File: src/rtl/seg7_scan_ctrl.sv
// seg7_scan_ctrl
// Time-multiplexed scan controller for three 4-digit common-anode
// 7-segment displays (solar, greenhouse, geothermal).
// New display values arrive through a valid/ready handshake into a pending
// buffer. They are promoted to the active set only at a frame boundary, so
// one frame never mixes old and new digits. Each digit slot starts with a
// blanking dead-time (all anodes off) in which the segment bus is
// re-loaded. The anode then stays on for SCAN_DIV cycles.

module seg7_scan_ctrl #(
  parameter int SCAN_DIV    = 50000,
  parameter int DEAD_CYCLES = 16,
  parameter int CNT_W       = 16
) (
  input  logic        clk,
  input  logic        rst,
  input  logic        load_valid,
  output logic        load_ready,
  input  logic [15:0] solar_val,
  input  logic [15:0] greenhouse_val,
  input  logic [15:0] geothermal_val,
  input  logic        lz_blank,
  output logic [3:0]  solar_anode_en,
  output logic [3:0]  greenhouse_anode_en,
  output logic [3:0]  geothermal_anode_en,
  output logic [6:0]  solar_seg,
  output logic [6:0]  greenhouse_seg,
  output logic [6:0]  geothermal_seg
);

  // Scan phases: DEAD = all anodes off (segments may change), ON = one anode lit.
  localparam logic ST_DEAD = 1'b0;
  localparam logic ST_ON   = 1'b1;

  localparam logic [CNT_W-1:0] SCAN_LAST = CNT_W'(SCAN_DIV - 1);
  localparam logic [CNT_W-1:0] DEAD_LAST = CNT_W'(DEAD_CYCLES - 1);

  // Scan sequencer state
  logic             r_state;
  logic [1:0]       r_digit;
  logic [CNT_W-1:0] r_cnt;
  logic             w_state_next;
  logic [1:0]       w_digit_next;
  logic [CNT_W-1:0] w_cnt_next;
  logic             w_frame_end;

  // Handshake / double-buffer control
  logic r_pend_full;
  logic r_pend_lz;
  logic r_act_lz;
  logic r_load_ready;
  logic w_load_accept;
  logic w_swap;
  logic w_pend_full_next;
  logic w_act_lz_next;

  // Registered anode enable, shared by all three displays
  logic [3:0] r_anode;

  // Per-display data, index 0 = solar, 1 = greenhouse, 2 = geothermal
  logic [2:0][15:0] w_in_val;
  logic [2:0][6:0]  w_seg;

  assign w_in_val = {geothermal_val, greenhouse_val, solar_val};

  // Nibble-to-segment decode for one digit position, including
  // leading-zero suppression: digits 3..1 go dark when they and every
  // higher nibble are zero. Digit 0 always shows so a zero value reads "0".
  function automatic logic [6:0] f_digit_seg(
    input logic [15:0] val,
    input logic        lz,
    input logic [1:0]  dig
  );
    logic [3:0]  nib;
    logic [15:0] upper;
    logic [6:0]  pat;
    nib   = val[{dig, 2'b00} +: 4];
    upper = val >> {dig, 2'b00};
    case (nib)
      4'h0:    pat = 7'h3F;
      4'h1:    pat = 7'h06;
      4'h2:    pat = 7'h5B;
      4'h3:    pat = 7'h4F;
      4'h4:    pat = 7'h66;
      4'h5:    pat = 7'h6D;
      4'h6:    pat = 7'h7D;
      4'h7:    pat = 7'h07;
      4'h8:    pat = 7'h7F;
      4'h9:    pat = 7'h6F;
      4'hA:    pat = 7'h77;
      4'hB:    pat = 7'h7C;
      4'hC:    pat = 7'h39;
      4'hD:    pat = 7'h5E;
      4'hE:    pat = 7'h79;
      default: pat = 7'h71;
    endcase
    if (lz && (dig != 2'd0) && (upper == 16'd0)) begin
      pat = 7'h00;
    end
    return pat;
  endfunction

  // Next-state logic for the DEAD/ON phase sequencer and digit rotation.
  always_comb begin
    w_state_next = r_state;
    w_digit_next = r_digit;
    w_cnt_next   = r_cnt + CNT_W'(1);
    w_frame_end  = 1'b0;
    case (r_state)
      ST_DEAD: begin
        if (r_cnt == DEAD_LAST) begin
          w_state_next = ST_ON;
          w_cnt_next   = '0;
        end
      end
      default: begin
        if (r_cnt == SCAN_LAST) begin
          w_state_next = ST_DEAD;
          w_cnt_next   = '0;
          w_digit_next = r_digit + 2'd1;
          w_frame_end  = (r_digit == 2'd3);
        end
      end
    endcase
  end

  // The pending buffer is promoted only at the digit3 -> digit0 wrap. A
  // load offered in that same cycle lands in pending (which was empty) and
  // waits for the following wrap.
  assign w_load_accept    = load_valid && !r_pend_full;
  assign w_swap           = w_frame_end && r_pend_full;
  assign w_act_lz_next    = w_swap ? r_pend_lz : r_act_lz;
  assign w_pend_full_next = w_load_accept ? 1'b1 : (w_swap ? 1'b0 : r_pend_full);

  // Advance the scan sequencer every clock.
  always_ff @(posedge clk or posedge rst) begin
    if (rst) begin
      r_state <= ST_DEAD;
      r_digit <= 2'd0;
      r_cnt   <= '0;
    end else begin
      r_state <= w_state_next;
      r_digit <= w_digit_next;
      r_cnt   <= w_cnt_next;
    end
  end

  // Track pending occupancy and present load_ready as a registered output.
  always_ff @(posedge clk or posedge rst) begin
    if (rst) begin
      r_pend_full  <= 1'b0;
      r_load_ready <= 1'b1;
    end else begin
      r_pend_full  <= w_pend_full_next;
      r_load_ready <= !w_pend_full_next;
    end
  end

  // Capture the blanking mode with the load, and promote it with the values.
  always_ff @(posedge clk or posedge rst) begin
    if (rst) begin
      r_pend_lz <= 1'b0;
      r_act_lz  <= 1'b0;
    end else begin
      if (w_load_accept) begin
        r_pend_lz <= lz_blank;
      end
      r_act_lz <= w_act_lz_next;
    end
  end

  // Light the current digit's anode on every display while in ON.
  always_ff @(posedge clk or posedge rst) begin
    if (rst) begin
      r_anode <= 4'b0000;
    end else if (w_state_next == ST_ON) begin
      r_anode <= 4'b0001 << w_digit_next;
    end else begin
      r_anode <= 4'b0000;
    end
  end

  genvar gi;
  generate
    for (gi = 0; gi < 3; gi++) begin : g_disp
      logic [15:0] r_pend_val;
      logic [15:0] r_act_val;
      logic [15:0] w_act_val_next;
      logic [6:0]  r_seg;

      assign w_act_val_next = w_swap ? r_pend_val : r_act_val;

      // Hold the offered value in the pending buffer on a handshake.
      always_ff @(posedge clk or posedge rst) begin
        if (rst) begin
          r_pend_val <= '0;
        end else if (w_load_accept) begin
          r_pend_val <= w_in_val[gi];
        end
      end

      // Promote pending to active at a frame boundary.
      always_ff @(posedge clk or posedge rst) begin
        if (rst) begin
          r_act_val <= '0;
        end else if (w_swap) begin
          r_act_val <= r_pend_val;
        end
      end

      // Re-load the segment bus only while heading into or staying in DEAD.
      // The decode uses the post-swap value, so the new frame's first digit
      // already shows during the boundary dead-time.
      always_ff @(posedge clk or posedge rst) begin
        if (rst) begin
          r_seg <= 7'h00;
        end else if (w_state_next == ST_DEAD) begin
          r_seg <= f_digit_seg(w_act_val_next, w_act_lz_next, w_digit_next);
        end
      end

      assign w_seg[gi] = r_seg;
    end
  endgenerate

  assign load_ready          = r_load_ready;
  assign solar_anode_en      = r_anode;
  assign greenhouse_anode_en = r_anode;
  assign geothermal_anode_en = r_anode;
  assign solar_seg           = w_seg[0];
  assign greenhouse_seg      = w_seg[1];
  assign geothermal_seg      = w_seg[2];

endmodule
File: config.mk
export PLATFORM = sky130hd
export DESIGN_NAME = seg7_scan_ctrl
export DESIGN_NICKNAME = d
export VERILOG_FILES = /design/src/rtl/seg7_scan_ctrl.sv
export SDC_FILE = /design/constraint.sdc
export NUM_CORES = 1
export LEC_CHECK = 0
export CAP_MARGIN = 20
export CORE_UTILIZATION = 48
export CTS_BUF_LIST = sky130_fd_sc_hd__clkbuf_8
export CTS_CLUSTER_SIZE = 12
export DETAILED_ROUTE_END_ITERATION = 7
export PLACE_DENSITY = 0.7
export SETUP_SLACK_MARGIN = 0.05
export SYNTH_ARGS = -nofsm -noshare
export SYNTH_HDL_FRONTEND = slang
export SYNTH_SLANG_ARGS = --single-unit
export TNS_END_PERCENT = 10
File: constraint.sdc
create_clock -name clk -period 12 [get_ports clk]
set_input_delay 2.4 -clock clk [delete_from_list [all_inputs] [get_ports clk]]
set_output_delay 2.4 -clock clk [all_outputs]
set_load 0.02 [all_outputs]
==> flow_summary_export.csv, run 1 <==
group,metric,value,unit
synth,ys_ff_latch,144,
timing,rsz0062_at_grt,"no",
setup_path,worstSetupPathType,"reg -> reg",
route,vias,5678,
route,drt-total-wl,17200,um
synth,async_flop_share,1.00,
synth,syn_nets,767,
timing,finalCritPeriodShare,0.405,
grt,grt_antenna_before_repair,0,
finish,syn2layout_area_growth,17.9,%
floorplan,core_area,15200,sq um
timing,tns,0,ns
setup_path,cp_common_cell,"ha_1",
floorplan,die_h,127,um
grt,grt_pass1_vias,5659,
floorplan,dieArea,16100,sq um
power,p_leak,3.99,nW
power,power,0.000953,W
setup_path,critPathMaxFanout,25,
route,avgViaCountPerCell,5.88,
synth,seq_area_frac_synth,0.482,
setup_path,cp_slowest_cell,"nor3_4",
synth,synth-edff-count,0,
run_status,outcome,"finished clean",
timing,period_minus_slack,4.86,ns
clocking,path_clk_slew,0.08,ns
grt,grt_pass1_wl,28600,um
synth,synth.avg_cell_area,10.8,sq um
setup_path,cp.arrival,5.26,ns
setup_path,r2r-start,"r_cnt[0]$_DFF_PP0_",
floorplan,start_util,0.492,
setup_path,crit_chain,"ha_1, and3_1, nand3_1, nor3_4, buf_4, a211oi_1, o32ai_1, inv_1, ha_1, o21ai_0, nor4_1, a31oi_1, o31a_1, a32o_1",
setup_path,crit_required,12.40,ns
power,powerDensity,108,nW/um^2
route,wl_per_cell,17.8,um
route,postRouteAntennaNets,0,
worst_hold_path,worstHoldStart,"r_cnt[0]$_DFF_PP0_",
timing,slew_headroom,0.315,
place,io_buffers,85,
finish,final_cell_mix,"dfrtp_1 (143), nand2_1 (120), clkdlybuf4s50_1 (85), mux2_2 (78), nor2_1 (27)",
finish,nets,836,
synth,synth_area,7470,sq um
clocking,cts_max_level,4,
timing,finClkSkew,0.00945,ns
timing,hold_slack,0.465,ns
synth,synth_cell_types,62,
timing,fmax,206,MHz
route,drt_iter0_drc,570,
finish,final_common_cell,"dfrtp_1",
clocking,clk_latency,0.46,ns
grt,grt_max_degree,78,
timing,tightestPinTransition,1.03,ns
clocking,postCtsSetupRepairBufs,0,
setup_path,slowest_delay,0.77,ns
place,gp_congestion,0.887,
floorplan,placementRows,45,
setup_path,end_kind,"flip-flop",
setup_path,startpoint_type,"flip-flop",
power,ir_worst_vdd,0.0000937,V
route,drtPass1Iterations,5,
timing,final-hold-violation-count,0,
clocking,root_buffer,"clkbuf_8",
grt,overflow,0,
synth,synth_warnings,0,
finish,num_antenna_cells,0,
synth,synth_top_flop_cell,"dfrtp_1",
grt,grt_usage,0.229,
clocking,cts_buffers,17,
clocking,postCtsHoldBufs,0,
clocking,clock_path_buffers,2,
floorplan,die_w,127,um
route,drc,0,
floorplan,io_pins,86,
clocking,cts.sinks,144,
job,maxCapViolations,0,
finish,nFillCells,1281,
clocking,cts_tree,"built",
setup_path,critPathLaunch,"r_cnt[0]$_DFF_PP0_",
place,dpl.hpwl,12000,um
clocking,cts.repair.resized,0,
timing,slew_viol_final,0,
timing,setup_viol,0,
finish,final_layout_size_suffix_gt1_frac,0.179,
worst_hold_path,holdCritPathClass,"reg -> reg",
synth,netlist_instances,695,
[flip-flops by register name (all words and copies together) (netlist names), 2 cells and up]
register,cells
greenhouse_seg,7
g_disp.r_act_val,48
solar_seg,7
r_digit,2
geothermal_anode_en,4
g_disp.r_pend_val,48
geothermal_seg,7
r_cnt,16
[critical path, delay by kind of cell, from the launching register on]
family	cells	cell delay, ns
AO/OA/AOI/OAI	6	1.77
adder cells (fa/ha/maj)	2	0.47
buffers and inverters	2	0.62
flip-flops	1	0.38
AND/OR/NAND/NOR	4	1.57
[where the power goes]
group | switching (W) | leakage, nW | internal, W
sequential | 0.0000218 | 1.79 | 0.000506
clock | 0.000190 | 0.194 | 0.000183
combinational | 0.0000190 | 2.00 | 0.0000334
[worst paths after layout]
path,depth (start not counted),endpoint,slack (ns)
worst min register to register,1,r_cnt[0]$_DFF_PP0_,0.46
worst max register to register,14,geothermal_seg[0]$_DFFE_PP0N_,7.14
worst min-delay path,1,r_cnt[0]$_DFF_PP0_,0.46
worst max-delay path,14,geothermal_seg[0]$_DFFE_PP0N_,7.14
max in group asynchronous,3,g_disp[0].r_act_val[3]$_DFF_PP0_,8.19
min in group asynchronous,2,g_disp[2].r_act_val[7]$_DFF_PP0_,2.40
[cell type report]
class                   instances  area (sq um)  area share
well taps                     188           235      0.0267
clock buffers                  17           234      0.0265
flip-flops and latches        144          3600       0.409
inverters                      19          76.3     0.00866
clock inverters                15           149      0.0169
multi-input cells             490          3600       0.409
repair buffers                 92           911       0.103
[cells in the mapped netlist (4+ instances only)]
cell | n | area [sq um]
a211oi_1 | 10 | 75.1
and3_1 | 10 | 62.6
o221ai_1 | 7 | 61.3
a21oi_1 | 8 | 40.0
nand2_1 | 120 | 450
buf_2 | 11 | 55.1
o211ai_1 | 4 | 30.0
nand3_1 | 23 | 115
buf_1 | 6 | 22.5
xnor2_1 | 9 | 78.8
mux2i_1 | 25 | 250
or4_1 | 7 | 52.6
nor2_1 | 27 | 101
nor2b_1 | 5 | 31.3
buf_4 | 11 | 82.6
mux4_2 | 5 | 113
mux2_2 | 78 | 878
o21ai_0 | 19 | 95.1
nor4_1 | 10 | 62.6
clkbuf_1 | 14 | 52.6
dfrtp_1 | 143 | 3580
a22o_1 | 7 | 61.3
ha_1 | 20 | 250
a31oi_1 | 8 | 50.1
nor3_1 | 16 | 80.1
inv_1 | 17 | 63.8
and2_1 | 5 | 31.3
a32o_1 | 6 | 60.1
o22ai_1 | 5 | 31.3
xor2_1 | 6 | 52.6
[cell families (layout without fill, tap and decap cells)]
logic type,count (synthesis),after routing,share of synthesized area
flops,144,144,0.482
fa+ha+maj,20,20,0.0335
compound gates,101,101,0.0999
simple gates,243,243,0.155
buf+inv,61,143,0.0380
xor+xnor,15,15,0.0176
mux,111,111,0.174
[metal layers]
layer	share of wire	global-route usage	vias to the layer above
li1	-	-	2621
met1	0.46	0.317	2789
met2	0.46	0.351	238
met3	0.065	0.0506	30
met4	0.018	0.0910	0
met5	0	0	-
[through the flow]
step	worst slack, ns	cell area [sq um]	instances	util
after floorplan	5.74	7470	695	-
after global placement	7.57	8410	931	0.553
after detailed placement	7.23	8410	931	0.553
after CTS	7.14	8790	963	0.578
after global routing	6.65	8810	965	0.580
final	7.14	8810	965	0.580
Note: power is estimated with default switching activity, not from simulation.
==> run 2: changes to the inputs <==
--- a/config.mk
+++ b/config.mk
@@ -10,7 +10,7 @@
 export CTS_BUF_LIST = sky130_fd_sc_hd__clkbuf_8
 export CTS_CLUSTER_SIZE = 12
 export DETAILED_ROUTE_END_ITERATION = 7
-export PLACE_DENSITY = 0.7
+export PLACE_DENSITY = 0.73
 export SETUP_SLACK_MARGIN = 0.05
 export SYNTH_ARGS = -nofsm -noshare
 export SYNTH_HDL_FRONTEND = slang
==> constraint.sdc (replaced) <==
create_clock -name clk -period 4 [get_ports clk]
set_input_delay 0.8 -clock clk [delete_from_list [all_inputs] [get_ports clk]]
set_output_delay 0.8 -clock clk [all_outputs]
set_load 0.02 [all_outputs]
==> flow_summary_export.csv, run 2 (synthesis results as in run 1) <==
group,metric,value,unit
power,power,0.00302,W
timing,finClkSkew,0.0161,ns
finish,num_antenna_cells,0,
finish,nets,863,
setup_path,crit_required,4.40,ns
clocking,path_clk_slew,0.08,ns
route,vias,5678,
route,drt-total-wl,17700,um
floorplan,dieArea,16100,sq um
clocking,clock_path_buffers,2,
timing,slew_headroom,0.442,
worst_hold_path,holdCritPathClass,"reg -> reg",
finish,nFillCells,1259,
setup_path,end_kind,"flip-flop",
floorplan,core_area,15200,sq um
power,powerDensity,332,nW/um^2
setup_path,cp.arrival,4.11,ns
floorplan,die_h,127,um
setup_path,startpoint_type,"flip-flop",
finish,final_cell_mix,"dfrtp_1 (143), nand2_1 (120), clkdlybuf4s50_1 (85), mux2_2 (78), buf_4 (30)",
timing,slew_viol_final,0,
finish,final_common_cell,"dfrtp_1",
timing,rsz0062_at_grt,"no",
route,drc,0,
route,avgViaCountPerCell,5.72,
clocking,cts_max_level,4,
timing,tns,0,ns
floorplan,start_util,0.492,
timing,fmax,269,MHz
clocking,cts_tree,"built",
timing,final-hold-violation-count,0,
run_status,outcome,"finished clean",
grt,grt_max_degree,78,
timing,finalCritPeriodShare,0.929,
setup_path,r2r-start,"r_cnt[0]$_DFF_PP0_",
timing,period_minus_slack,3.72,ns
power,p_leak,4.14,nW
floorplan,io_pins,86,
job,maxCapViolations,0,
finish,multi_input_area,3610,sq um
grt,overflow,0,
clocking,root_buffer,"clkbuf_8",
clocking,postCtsHoldBufs,0,
place,dpl.hpwl,12800,um
power,ir_worst_vdd,0.000220,V
grt,grt_usage,0.233,
timing,setup_viol,0,
setup_path,worstSetupPathType,"reg -> reg",
grt,grt_pass1_wl,28900,um
worst_hold_path,hold-path-cell-count,2,
route,postRouteAntennaNets,0,
setup_path,r2r-end,"solar_seg[3]$_DFFE_PP0N_",
finish,ff_latch_area,3600,sq um
grt,grt_pass1_vias,5557,
grt,grt_antenna_before_repair,0,
setup_path,critPathMaxFanout,12,
finish,syn2layout_area_growth,21.8,%
timing,tightestPinTransition,0.835,ns
floorplan,placementRows,45,
finish,final_layout_size_suffix_gt1_frac,0.208,
route,drt_iter0_drc,423,
floorplan,die_w,127,um
worst_hold_path,worstHoldStart,"solar_seg[6]$_DFFE_PP0N_",
clocking,cts.sinks,144,
setup_path,r2r_cells,13,
setup_path,reg2reg_setup_slack,0.28,ns
worst_hold_path,hold_end,"solar_seg[6]$_DFFE_PP0N_",
place,io_buffers,85,
finish,reg.largest.list,"g_disp.r_act_val: 48 flops, g_disp.r_pend_val: 48 flops, r_cnt: 16 flops",
route,wl_per_cell,17.9,um
place,gp_congestion,0.881,
clocking,clk_latency,0.46,ns
clocking,cts_buffers,17,
route,drtPass1Iterations,5,
[run 2: cell count changes in the layout (fill, tap and decap cells not counted), moves of 2 or more]
| cell | change |
|---|---|
| buf_4 | +24 |
| clkbuf_8 | +3 |
| clkinv_4 | -3 |
| buf_12 | +2 |
| bufinv_16 | +2 |
[run 2: metrics by stage]
stage	instance area (sq um)	setup slack [ns]	hold WS (ns)	utilization	cells
after floorplan	7480	0.365	0.425	-	695
after global placement	8600	0.275	0.436	0.566	954
after detailed placement	8600	0.105	0.453	0.566	954
after CTS	9050	0.0878	0.478	0.595	986
after global routing	9100	0.0740	0.498	0.599	992
final	9100	0.284	0.471	0.599	992
[run 2: worst max-delay path by stage]
stage | from | end | slack, ns | cells after the start
6_report | r_cnt[0]$_DFF_PP0_ | solar_seg[3]$_DFFE_PP0N_ | 0.28 | 13
5_1_grt | r_cnt[0]$_DFF_PP0_ | greenhouse_seg[1]$_DFFE_PP0N_ | 0.07 | 13
4_1_cts | r_cnt[0]$_DFF_PP0_ | geothermal_seg[1]$_DFFE_PP0N_ | 0.09 | 15
3_5_place_dp | r_cnt[0]$_DFF_PP0_ | geothermal_seg[1]$_DFFE_PP0N_ | 0.10 | 15
3_3_place_gp | r_cnt[0]$_DFF_PP0_ | geothermal_seg[1]$_DFFE_PP0N_ | 0.27 | 15
2_1_floorplan | r_cnt[0]$_DFF_PP0_ | geothermal_seg[0]$_DFFE_PP0N_ | 0.37 | 16
[run 2: metal layers]
metal	wire length (um)	global-route usage	share of wire
met2	8400	0.368	0.47
met1	8120	0.322	0.46
met5	0	0	0
met4	340	0.0903	0.019
met3	879	0.0392	0.050
[run 2: worst max-delay path, stage by stage (launching register included)]
cell	delay, ns
dfrtp_1	0.38
ha_1	0.19
and3_1	0.27
and3_2	0.35
nand3_2	0.35
mux2_2	0.41
mux2_2	0.27
mux2i_1	0.33
buf_4	0.22
inv_1	0.08
ha_1	0.26
mux2_2	0.27
mux2i_1	0.15
a22o_1	0.14
[run 2: report_power, final]
part           switching (W)  internal (W)  leakage (nW)
logic              0.0000565      0.000102          2.11
clock network       0.000550      0.000723         0.231
registers          0.0000703       0.00152          1.79
[run 2: repair_timing]
action,in CTS,in global routing
resized for setup,0,1
setup endpoints to repair,0,20
setup buffers,0,4
[run 2: final cells by class]
class / instances / area share
tap: 188 / 0.0258
clock buffer: 20 / 0.0302
inverter: 19 / 0.00825
multi-input combinational: 491 / 0.397
timing repair buffer: 118 / 0.124
clock inverter: 12 / 0.0184
sequential: 144 / 0.396
==> run 3: changes to the inputs <==
--- a/config.mk
+++ b/config.mk
@@ -8,9 +8,10 @@
 export CAP_MARGIN = 20
 export CORE_UTILIZATION = 48
 export CTS_BUF_LIST = sky130_fd_sc_hd__clkbuf_8
-export CTS_CLUSTER_SIZE = 12
+export CTS_CLUSTER_SIZE = 16
 export DETAILED_ROUTE_END_ITERATION = 7
 export PLACE_DENSITY = 0.73
+export REMOVE_ABC_BUFFERS = 1
 export SETUP_SLACK_MARGIN = 0.05
 export SYNTH_ARGS = -nofsm -noshare
 export SYNTH_HDL_FRONTEND = slang
==> flow_summary_export.csv, run 3 (synthesis results as in run 1) <==
group,metric,value,unit
power,clockPowerShare,0.401,
grt,grt_pass1_wl,28300,um
timing,tns,0,ns
setup_path,end_kind,"flip-flop",
setup_path,r2r_cells,13,
setup_path,slowest_delay,0.60,ns
setup_path,startpoint_type,"flip-flop",
setup_path,crit_chain,"ha_1, and3_1, and3_2, a21oi_1, nor2_4, inv_2, mux4_2, inv_1, ha_1, o311ai_1, nor3_1, a31oi_2, a32o_1",
grt,grt_antenna_before_repair,0,
power,intPower,0.00224,W
power,combPwrFrac,0.054,
timing,fmax,272,MHz
power,ir_worst_vdd,0.000283,V
power,switching_share,0.232,
finish,final_layout_size_suffix_gt1_frac,0.205,
job,maxCapViolations,0,
timing,tightestPinTransition,0.995,ns
finish,finalNonFillerCells,985,
clocking,cts.sinks,144,
route,wl_per_cell,17.3,um
timing,fin_ws,0.329,ns
setup_path,endpoint,"greenhouse_seg[5]$_DFFE_PP0N_",
clocking,cts_buffers,17,
finish,final_common_cell,"dfrtp_1",
setup_path,r2r-start,"r_cnt[0]$_DFF_PP0_",
setup_path,cp_slowest_cell,"mux4_2",
timing,slew_headroom,0.317,
power,pwr-share-seq,0.546,
power,powerDensity,322,nW/um^2
route,drt_iter0_drc,426,
timing,setup_viol,0,
clocking,clock_path_buffers,2,
finish,reg.largest.list,"g_disp.r_act_val: 48 flops, g_disp.r_pend_val: 48 flops, r_cnt: 16 flops",
floorplan,core_area,15200,sq um
floorplan,io_pins,86,
grt,grt_max_degree,99,
clocking,cts_tree,"built",
setup_path,critPathLaunch,"r_cnt[0]$_DFF_PP0_",
power,switching_power,0.000674,W
route,vias,5661,
route,avgViaCountPerCell,5.75,
route,drc,0,
clocking,root_buffer,"clkbuf_8",
setup_path,critPathMaxFanout,9,
timing,rsz0062_at_grt,"yes",
place,place_ws,0.169,ns
finish,finish.utilization,0.594,
finish,final_cell_mix,"dfrtp_1 (143), nand2_1 (120), clkdlybuf4s50_1 (85), mux2_2 (78), nor2_1 (27)",
timing,finalCritPeriodShare,0.918,
place,io_buffers,85,
clocking,postCtsHoldBufs,0,
setup_path,worstSetupPathType,"reg -> reg",
floorplan,dieArea,16100,sq um
grt,grt_usage,0.226,
run_status,outcome,"finished clean",
setup_path,r2r-end,"greenhouse_seg[5]$_DFFE_PP0N_",
place,dpl.hpwl,12000,um
power,power,0.00291,W
finish,syn2layout_area_growth,20.9,%
timing,slew_viol_final,0,
setup_path,cp.arrival,4.02,ns
floorplan,die_w,127,um
timing,period_minus_slack,3.67,ns
floorplan,die_h,127,um
clocking,cts_max_level,4,
place,gp_congestion,0.923,
power,p_leak,4.10,nW
worst_hold_path,holdCritPathClass,"reg -> reg",
route,drt-total-wl,17100,um
place,dp_cells,949,
grt,overflow,0,
timing,finClkSkew,0.0194,ns
finish,nets,856,
clocking,clk_latency,0.46,ns
timing,final-hold-violation-count,0,
grt,grt_pass1_vias,5597,
floorplan,start_util,0.492,
route,postRouteAntennaNets,0,
setup_path,reg2reg_setup_slack,0.33,ns
clocking,path_clk_slew,0.08,ns
route,drtPass1Iterations,5,
setup_path,cp_common_cell,"ha_1",
setup_path,crit_required,4.35,ns
finish,num_antenna_cells,0,
floorplan,placementRows,45,
[run 3: per-stage QoR]
stage | hold WS [ns] | instance area (sq um)
floorplan | 0.425 | 7260
global placement | 0.435 | 8570
detailed placement | 0.442 | 8570
CTS | 0.452 | 8970
global route | 0.484 | 9040
finish | 0.450 | 9040
[run 3: power groups by stage]
stage | combinational, W | sequential (W) | clock (W)
after global routing | 0.000173 | 0.00160 | 0.00125
after global placement | 0.000154 | 0.00161 | 0
after floorplan | 0.0000904 | 0.00158 | 0
after detailed placement | 0.000159 | 0.00161 | 0
final | 0.000156 | 0.00159 | 0.00117
after CTS | 0.000160 | 0.00159 | 0.00119
[run 3: layer usage]
layer / vias up / routed length [um] / track usage
li1: 2671 / - / -
met5: - / 0 / 0
met1: 2781 / 7650 / 0.293
met2: 182 / 8240 / 0.367
met3: 27 / 877 / 0.0582
met4: 0 / 310 / 0.0791
[run 3: worst max-delay path, delay by kind of cell (launching register included)]
kind | cells | cell delay (ns)
AOI/OAI and AO/OA | 4 | 0.92
adders and majority gates | 2 | 0.42
buffers and inverters | 2 | 0.37
DFF | 1 | 0.39
muxes | 1 | 0.60
and+or+nand+nor | 4 | 0.87
[run 3: repair_timing]
| action | CTS | global route |
|---|---|---|
| endpoints found under the setup margin | 0 | 21 |
| setup buffers | 0 | 3 |
| endpoints found under the hold margin | 0 | 0 |
| gates resized for setup | 0 | 4 |
[run 3: worst min-delay path by stage]
stage                        from                  to  slack (ns)  cells after the start
6_report       r_cnt[0]$_DFF_PP0_  r_cnt[0]$_DFF_PP0_        0.45                      1
5_1_grt        r_cnt[0]$_DFF_PP0_  r_cnt[0]$_DFF_PP0_        0.48                      1
4_1_cts        r_cnt[0]$_DFF_PP0_  r_cnt[0]$_DFF_PP0_        0.45                      1
3_5_place_dp   r_cnt[0]$_DFF_PP0_  r_cnt[0]$_DFF_PP0_        0.44                      1
3_3_place_gp   r_cnt[0]$_DFF_PP0_  r_cnt[0]$_DFF_PP0_        0.43                      1
2_1_floorplan  r_cnt[0]$_DFF_PP0_  r_cnt[0]$_DFF_PP0_        0.43                      1
[run 3: layout make-up]
| cell class | instances | area, sq um |
|---|---|---|
| Clock buffer | 21 | 289 |
| Clock inverter | 11 | 114 |
| Fill cell | 1229 | 6160 |
| Inverter | 19 | 76.3 |
| Multi-Input combinational cell | 491 | 3630 |
| Sequential cell | 144 | 3600 |
| Tap cell | 188 | 235 |
| Timing Repair Buffer | 111 | 1080 |
